$ cat config.mk
export PLATFORM = sky130hd
export DESIGN_NAME = ofs_plat_hssi_chan_idle_seq
export DESIGN_NICKNAME = d
export VERILOG_FILES = /design/src/rtl/ofs_plat_hssi_chan_idle_seq.sv
export SDC_FILE = /design/constraint.sdc
export NUM_CORES = 1
export LEC_CHECK = 0
export CAP_MARGIN = 25
export CORE_ASPECT_RATIO = 0.6
export CORE_MARGIN = 2
export CORE_UTILIZATION = 25
export DETAILED_ROUTE_END_ITERATION = 12
export GPL_TIMING_DRIVEN = 0
export PLACE_DENSITY = 0.66
export REMOVE_ABC_BUFFERS = 1
export SLEW_MARGIN = 40
export SYNTH_ARGS = -nofsm -noshare
export SYNTH_HDL_FRONTEND = slang
export SYNTH_SLANG_ARGS = --single-unit
$ cat constraint.sdc
create_clock -name clk -period 3.3 [get_ports clk]
set_input_delay 0.495 -clock clk [delete_from_list [all_inputs] [get_ports clk]]
set_output_delay 0.495 -clock clk [all_outputs]
set_load 0.03 [all_outputs]
$ cat src/rtl/ofs_plat_hssi_chan_idle_seq.sv
// Multi-channel HSSI parking sequencer. Each channel walks its transceiver through the
// analog reset, TX digital reset, RX lock wait and RX digital reset steps, then streams a
// constant idle word so the link partner sees a quiet, trained link.
module ofs_plat_hssi_chan_idle_seq #(
  parameter int unsigned                  NUM_CHANNELS        = 4,
  parameter int unsigned                  DATA_WIDTH          = 64,
  parameter int unsigned                  CTRL_WIDTH          = 8,
  parameter int unsigned                  ANALOG_RST_CYCLES   = 16,
  parameter int unsigned                  DIGITAL_RST_CYCLES  = 32,
  parameter int unsigned                  LOCK_TIMEOUT_CYCLES = 1024,
  parameter logic [DATA_WIDTH-1:0]        IDLE_DATA           = 64'h0707_0707_0707_0707,
  parameter logic [CTRL_WIDTH-1:0]        IDLE_CTRL           = 8'hFF
) (
  input  logic                               clk,
  input  logic                               reset_n,
  input  logic                               enable_i,
  input  logic                               err_clear_i,
  input  logic [NUM_CHANNELS-1:0]            tx_cal_busy_i,
  input  logic [NUM_CHANNELS-1:0]            rx_cal_busy_i,
  input  logic [NUM_CHANNELS-1:0]            rx_is_lockedtodata_i,
  output logic [NUM_CHANNELS-1:0]            tx_analogreset_o,
  output logic [NUM_CHANNELS-1:0]            rx_analogreset_o,
  output logic [NUM_CHANNELS-1:0]            tx_digitalreset_o,
  output logic [NUM_CHANNELS-1:0]            rx_digitalreset_o,
  output logic [NUM_CHANNELS*DATA_WIDTH-1:0] tx_parallel_data_o,
  output logic [NUM_CHANNELS*CTRL_WIDTH-1:0] tx_control_o,
  output logic [NUM_CHANNELS-1:0]            tx_enh_data_valid_o,
  output logic [NUM_CHANNELS-1:0]            rx_enh_fifo_rd_en_o,
  output logic [NUM_CHANNELS-1:0]            rx_seriallpbken_o,
  output logic [NUM_CHANNELS-1:0]            rx_set_locktoref_o,
  output logic [NUM_CHANNELS-1:0]            rx_set_locktodata_o,
  output logic                               init_start_o,
  output logic                               prmgmt_fatal_err_o,
  output logic [31:0]                        prmgmt_dout_o,
  output logic [NUM_CHANNELS-1:0]            chan_ready_o,
  output logic [NUM_CHANNELS-1:0]            timeout_err_o
);

  localparam int unsigned MaxAd = (ANALOG_RST_CYCLES > DIGITAL_RST_CYCLES) ?
                                  ANALOG_RST_CYCLES : DIGITAL_RST_CYCLES;
  localparam int unsigned MaxCycles = (MaxAd > LOCK_TIMEOUT_CYCLES) ? MaxAd : LOCK_TIMEOUT_CYCLES;
  localparam int unsigned CntW = $clog2(MaxCycles) + 1;

  localparam logic [CntW-1:0] AnalogLoad  = CntW'(ANALOG_RST_CYCLES - 1);
  localparam logic [CntW-1:0] DigitalLoad = CntW'(DIGITAL_RST_CYCLES - 1);
  localparam logic [CntW-1:0] LockLoad    = CntW'(LOCK_TIMEOUT_CYCLES - 1);

  typedef enum logic [2:0] {
    StRstAll,
    StAnalog,
    StTxDig,
    StRxLock,
    StRxDig,
    StReady
  } state_e;

  // Unused transceiver features are parked low.
  assign rx_seriallpbken_o   = '0;
  assign rx_set_locktoref_o  = '0;
  assign rx_set_locktodata_o = '0;
  assign init_start_o        = 1'b0;
  assign prmgmt_fatal_err_o  = 1'b0;
  assign prmgmt_dout_o       = '0;

  for (genvar i = 0; i < NUM_CHANNELS; i++) begin : g_chan
    state_e          state_q, state_d;
    logic [CntW-1:0] cnt_q, cnt_d;
    logic            err_q, err_d;
    logic            err_set;
    logic            cal_busy;
    logic            locked;
    logic            cnt_zero;

    logic            tx_ana_rst, rx_ana_rst, tx_dig_rst, rx_dig_rst;
    logic            tx_on, ready;

    assign cal_busy = tx_cal_busy_i[i] | rx_cal_busy_i[i];
    assign locked   = rx_is_lockedtodata_i[i];
    assign cnt_zero = (cnt_q == '0);

    // Next-state, counter reload and timeout detection.
    always_comb begin
      state_d = state_q;
      cnt_d   = cnt_zero ? cnt_q : cnt_q - CntW'(1);
      err_set = 1'b0;
      // Dropping enable or a calibration restart aborts bring-up from any active state.
      if ((state_q != StRstAll) && (!enable_i || cal_busy)) begin
        state_d = StRstAll;
      end else begin
        case (state_q)
          StRstAll: begin
            if (enable_i && !cal_busy) begin
              state_d = StAnalog;
              cnt_d   = AnalogLoad;
            end
          end
          StAnalog: begin
            if (cnt_zero) begin
              state_d = StTxDig;
              cnt_d   = DigitalLoad;
            end
          end
          StTxDig: begin
            if (cnt_zero) begin
              state_d = StRxLock;
              cnt_d   = LockLoad;
            end
          end
          StRxLock: begin
            // Lock takes precedence over a coincident timeout.
            if (locked) begin
              state_d = StRxDig;
              cnt_d   = DigitalLoad;
            end else if (cnt_zero) begin
              state_d = StRstAll;
              err_set = 1'b1;
            end
          end
          StRxDig: begin
            if (!locked) begin
              state_d = StRxLock;
              cnt_d   = LockLoad;
            end else if (cnt_zero) begin
              state_d = StReady;
            end
          end
          StReady: begin
            if (!locked) state_d = StRstAll;
          end
          default: state_d = StRstAll;
        endcase
      end
    end

    // Sticky timeout flag; a new timeout beats a coincident clear.
    always_comb begin
      err_d = err_q;
      if (err_set) begin
        err_d = 1'b1;
      end else if (err_clear_i) begin
        err_d = 1'b0;
      end
    end

    // Channel state, counter and error flag registers.
    always_ff @(posedge clk or negedge reset_n) begin
      if (!reset_n) begin
        state_q <= StRstAll;
        cnt_q   <= '0;
        err_q   <= 1'b0;
      end else begin
        state_q <= state_d;
        cnt_q   <= cnt_d;
        err_q   <= err_d;
      end
    end

    // Output decode from the registered state.
    always_comb begin
      tx_ana_rst = 1'b1;
      rx_ana_rst = 1'b1;
      tx_dig_rst = 1'b1;
      rx_dig_rst = 1'b1;
      tx_on      = 1'b0;
      ready      = 1'b0;
      case (state_q)
        StTxDig: begin
          tx_ana_rst = 1'b0;
          rx_ana_rst = 1'b0;
        end
        StRxLock, StRxDig: begin
          tx_ana_rst = 1'b0;
          rx_ana_rst = 1'b0;
          tx_dig_rst = 1'b0;
          tx_on      = 1'b1;
        end
        StReady: begin
          tx_ana_rst = 1'b0;
          rx_ana_rst = 1'b0;
          tx_dig_rst = 1'b0;
          rx_dig_rst = 1'b0;
          tx_on      = 1'b1;
          ready      = 1'b1;
        end
        default: ;
      endcase
    end

    assign tx_analogreset_o[i]    = tx_ana_rst;
    assign rx_analogreset_o[i]    = rx_ana_rst;
    assign tx_digitalreset_o[i]   = tx_dig_rst;
    assign rx_digitalreset_o[i]   = rx_dig_rst;
    assign tx_enh_data_valid_o[i] = tx_on;
    assign rx_enh_fifo_rd_en_o[i] = ready;
    assign chan_ready_o[i]        = ready;
    assign timeout_err_o[i]       = err_q;
    assign tx_parallel_data_o[i*DATA_WIDTH +: DATA_WIDTH] = tx_on ? IDLE_DATA : '0;
    assign tx_control_o[i*CTRL_WIDTH +: CTRL_WIDTH]       = tx_on ? IDLE_CTRL : '0;
  end

endmodule

==> results by group <==
Job
  • Count of maximum capacitance violations: 0

Worst setup path
  • Largest fanout of any net on the critical path: 35
  • Worst R2R Setup Slack: 750 ps
  • Arrival time of data at the critical path endpoint: 2540 ps
  • Worst R2R Start: g_chan[1].cnt_q[0]
  • Critical Path, Cell by Cell: nor2b_1 > nand2_1 > nand2b_2 > clkdlybuf4s50_1
  • Crit start category: register
  • Slowest library cell on the worst path: clkdlybuf4s50_1
  • R2R cell count: 7
  • Setup Crit Path Kind: register to primary output
  • Total buffers and inverters traversed by the critical path: 1
  • Terminus of the critical flop-to-flop path: g_chan[1].cnt_q[0]
  • Critical path endpoint category: primary output
  • Crit path largest cell delay: 790 ps
  • Worst path required time: 2800 ps
  • Gate family responsible for the most delay along the worst path: simple AND/OR/NAND/NOR gates

Floorplan
  • Effective utilization at floorplan: 25.7%
  • Chip height: 133 um
  • Number of placement rows: 46
  • Total I/O pin count: 382
  • Die ar.: 0.0289 mm2
  • Core Footprint: 0.0268 mm2
  • DIE WIDTH: 218 um

Timing
  • Setup TNS: 0 ps
  • Setup repair after global routing missed its margin: no
  • Final setup violation count: 0
  • Fmax: 0.329 GHz
  • Minimum period implied by the final worst setup slack: 3040 ps
  • Final Slew Violations: 0
  • Maximum clock skew at final layout: 5.15 ps
  • Transition time at the pin with the least slew margin: 803 ps
  • Final worst path period share: 92.0%
  • Remaining max-slew budget at the tightest pin: 46.4%
  • Final number of hold-violating endpoints: 0

Route
  • Via-per-instance ratio: 3.79
  • Router iterations before antenna repair: 5
  • Iter 0 DRT Violations: 316
  • Via Count: 4721
  • Detailed Route WL: 13800 um
  • DR DRC count: 0
  • Antenna-violating nets left: 0
  • Wire length per cell after detailed routing: 11.1 um

Power and ir drop
  • Cell leakage power: 0.00318 uW
  • Total Power: 3530 uW
  • Power per standard cell area: 477 mW/mm2
  • Worst IR Drop VDD: 0.269 mV

Placed design
  • Total half-perimeter wirelength after legalization and detailed placement: 10900 um
  • GPL Wtd Cong: 0.829
  • Port buffer count: 175

Synthesis
  • Top-area cell type share of the netlist area: 39.9%
  • Cell count after synthesis: 874
  • Ys Warns: 0
  • Most frequently used flop master after synthesis: dfrtp_1
  • Number of different library cells in the post-synthesis netlist: 65
  • Count of flip-flops with a built-in enable after synthesis: 0
  • Synthesis-stage register bit count: 60
  • Largest area contributor in the netlist: buf_4
  • Average footprint of a synthesized cell: 7.88 um2
  • Area contributors post-synth: buf_4 40%, dfrtp_1 22%, o21ai_0 3.7%, nand2_1 3.0%, nor2_1 2.7%
  • Post-Synthesis Cell Area: 0.00688 mm2
  • Seq/Total Area, Yosys: 21.8%
  • Share of flip-flops with an asynchronous set or reset: 100%

Clocking
  • Clock sink total: 60
  • Quantity of hold-fixing buffers added after cts: 0
  • TritonCTS clock tree: done
  • Clock root buffer master: clkbuf_16
  • CTS-repair resized insts: 1
  • Max Root-Sink Buffers: 2
  • CTS buffer count: 9
  • Clk_lat worst skew: 330 ps
  • # Post-CTS Setup Buffers: 0
  • CTS clock-pin slew for the worst setup and hold paths: 60 ps
  • Deepest level of the CTS H-tree: 3

Global route
  • Overall routing resource usage: 8.74%
  • Antenna violations before repair: 0
  • Vias in the first global route: 3928
  • Wire length of the first global-routing pass: 20900 um
  • Maximum number of pins on one net before global-route repair: 40
  • Remaining global-route overflow: 0

Worst hold path
  • Type of the most critical hold path: input pin to asynchronous set/reset pin

Run status
  • Result of the run: finished, final reports clean

Layout
  • Layout-stage area growth over the synthesis result: 7.53%
  • Fraction of final layout cells with drive strength greater than 1: 5.42%
  • N_diodes: 0
  • Fin nets: 908
report_power, final:
group          switching, uW  internal, uW  leakage, uW  total, uW
clock                    335           657     0.000155        992
sequential               299           954     0.000779       1250
combinational            829           457      0.00224       1290
synth_stat cells, types with 14 or more instances:
| cell type | instances |
|---|---|
| buf_4 | 366 |
| dfrtp_1 | 60 |
| nand2_1 | 55 |
| o21ai_0 | 51 |
| nor2_1 | 49 |
| inv_1 | 29 |
| a21oi_1 | 27 |
| nand3_1 | 19 |
| clkbuf_1 | 17 |
| nor2b_1 | 14 |
| nor3_1 | 14 |
| xor2_1 | 14 |
kinds of logic after synthesis:
logic type	Yosys count	synth area share (%)
buffers and inverters	418	42.8
AND/OR/NAND/NOR	226	17.7
AO/OA/AOI/OAI	128	11.6
flip-flops	60	21.8
XOR/XNOR	23	2.93
adder cells (fa/ha/maj)	13	2.33
multiplexers	5	0.782
other	1	0.0545
area by class of cell:
type                            count  area, um2
Sequential cell                    60       1500
Inverter                           31        116
Multi-Input combinational cell    601       3230
Clock inverter                      7       91.3
Fill cell                        2886      19400
Timing Repair Buffer              177       1780
Clock buffer                        9        225
Tap cell                          360        450
flip-flops by register name (all words and copies together), names as in the netlist:
signal,count
g_chan.cnt_q,44
g_chan.state_q,12
g_chan.err_q,4
how the worst max path moves through the flow:
stage,startpoint,endpoint,slack [ps],depth (start not counted)
final,g_chan[0].state_q[1],tx_parallel_data_o[9],260,4
after global routing,g_chan[0].state_q[1],tx_parallel_data_o[9],40,4
after CTS,g_chan[3].state_q[2],tx_parallel_data_o[208],8,4
after detailed placement,g_chan[1].state_q[1],tx_parallel_data_o[121],180,3
after global placement,reset_n,g_chan[1].state_q[1],-450,1
after floorplan,g_chan[2].state_q[0],tx_digitalreset_o[2],-14210,3
placed cells by master (no fill, tap or decap), drive strengths merged, types with 3 or more instances in the layout:
| cell | n |
|---|---|
| o21ai | 52 |
| and2 | 8 |
| nor3 | 16 |
| a221oi | 3 |
| clkdlybuf4s50 | 174 |
| a31oi | 4 |
| clkinv | 4 |
| clkbuf | 9 |
| or4 | 4 |
| mux2 | 3 |
| buf | 3 |
| nor3b | 10 |
| and3 | 10 |
| o211ai | 7 |
| nor2b | 14 |
| a21o | 4 |
| xnor2 | 9 |
| nor4b | 5 |
| conb | 206 |
| nand3 | 19 |
| a21oi | 29 |
| ha | 12 |
| nand4 | 4 |
| dfrtp | 60 |
| nor4 | 14 |
| nor2 | 49 |
| or2 | 4 |
| o21bai | 3 |
| xor2 | 14 |
| o311ai | 3 |
| nand2b | 8 |
| a211oi | 4 |
| inv | 31 |
| nand2 | 55 |
layer usage:
layer	up-vias	routed length (um)	track usage (%)	share of wire, %
li1	2354	-	-	-
met1	2195	6740	12.9	49
met2	165	6290	12.9	46
met3	7	656	1.68	4.8
met4	0	118	2.19	0.85
met5	-	0	0	0
metrics by stage:
| step | utilization, % | setup WS (ps) | hold WS [ps] | std cells | area [um2] |
|---|---|---|---|---|---|
| after global placement | 26.2 | -450 | 512 | 1227 | 7020 |
| after floorplan | - | -14210 | 199 | 692 | 4820 |
| after global routing | 27.7 | 38.4 | 72.0 | 1245 | 7400 |
| final | 27.7 | 263 | 60.3 | 1245 | 7400 |
| after CTS | 27.6 | 7.74 | 62.4 | 1245 | 7390 |
| after detailed placement | 26.4 | 181 | 420 | 1229 | 7080 |
Power figures use the tool's default switching activity.
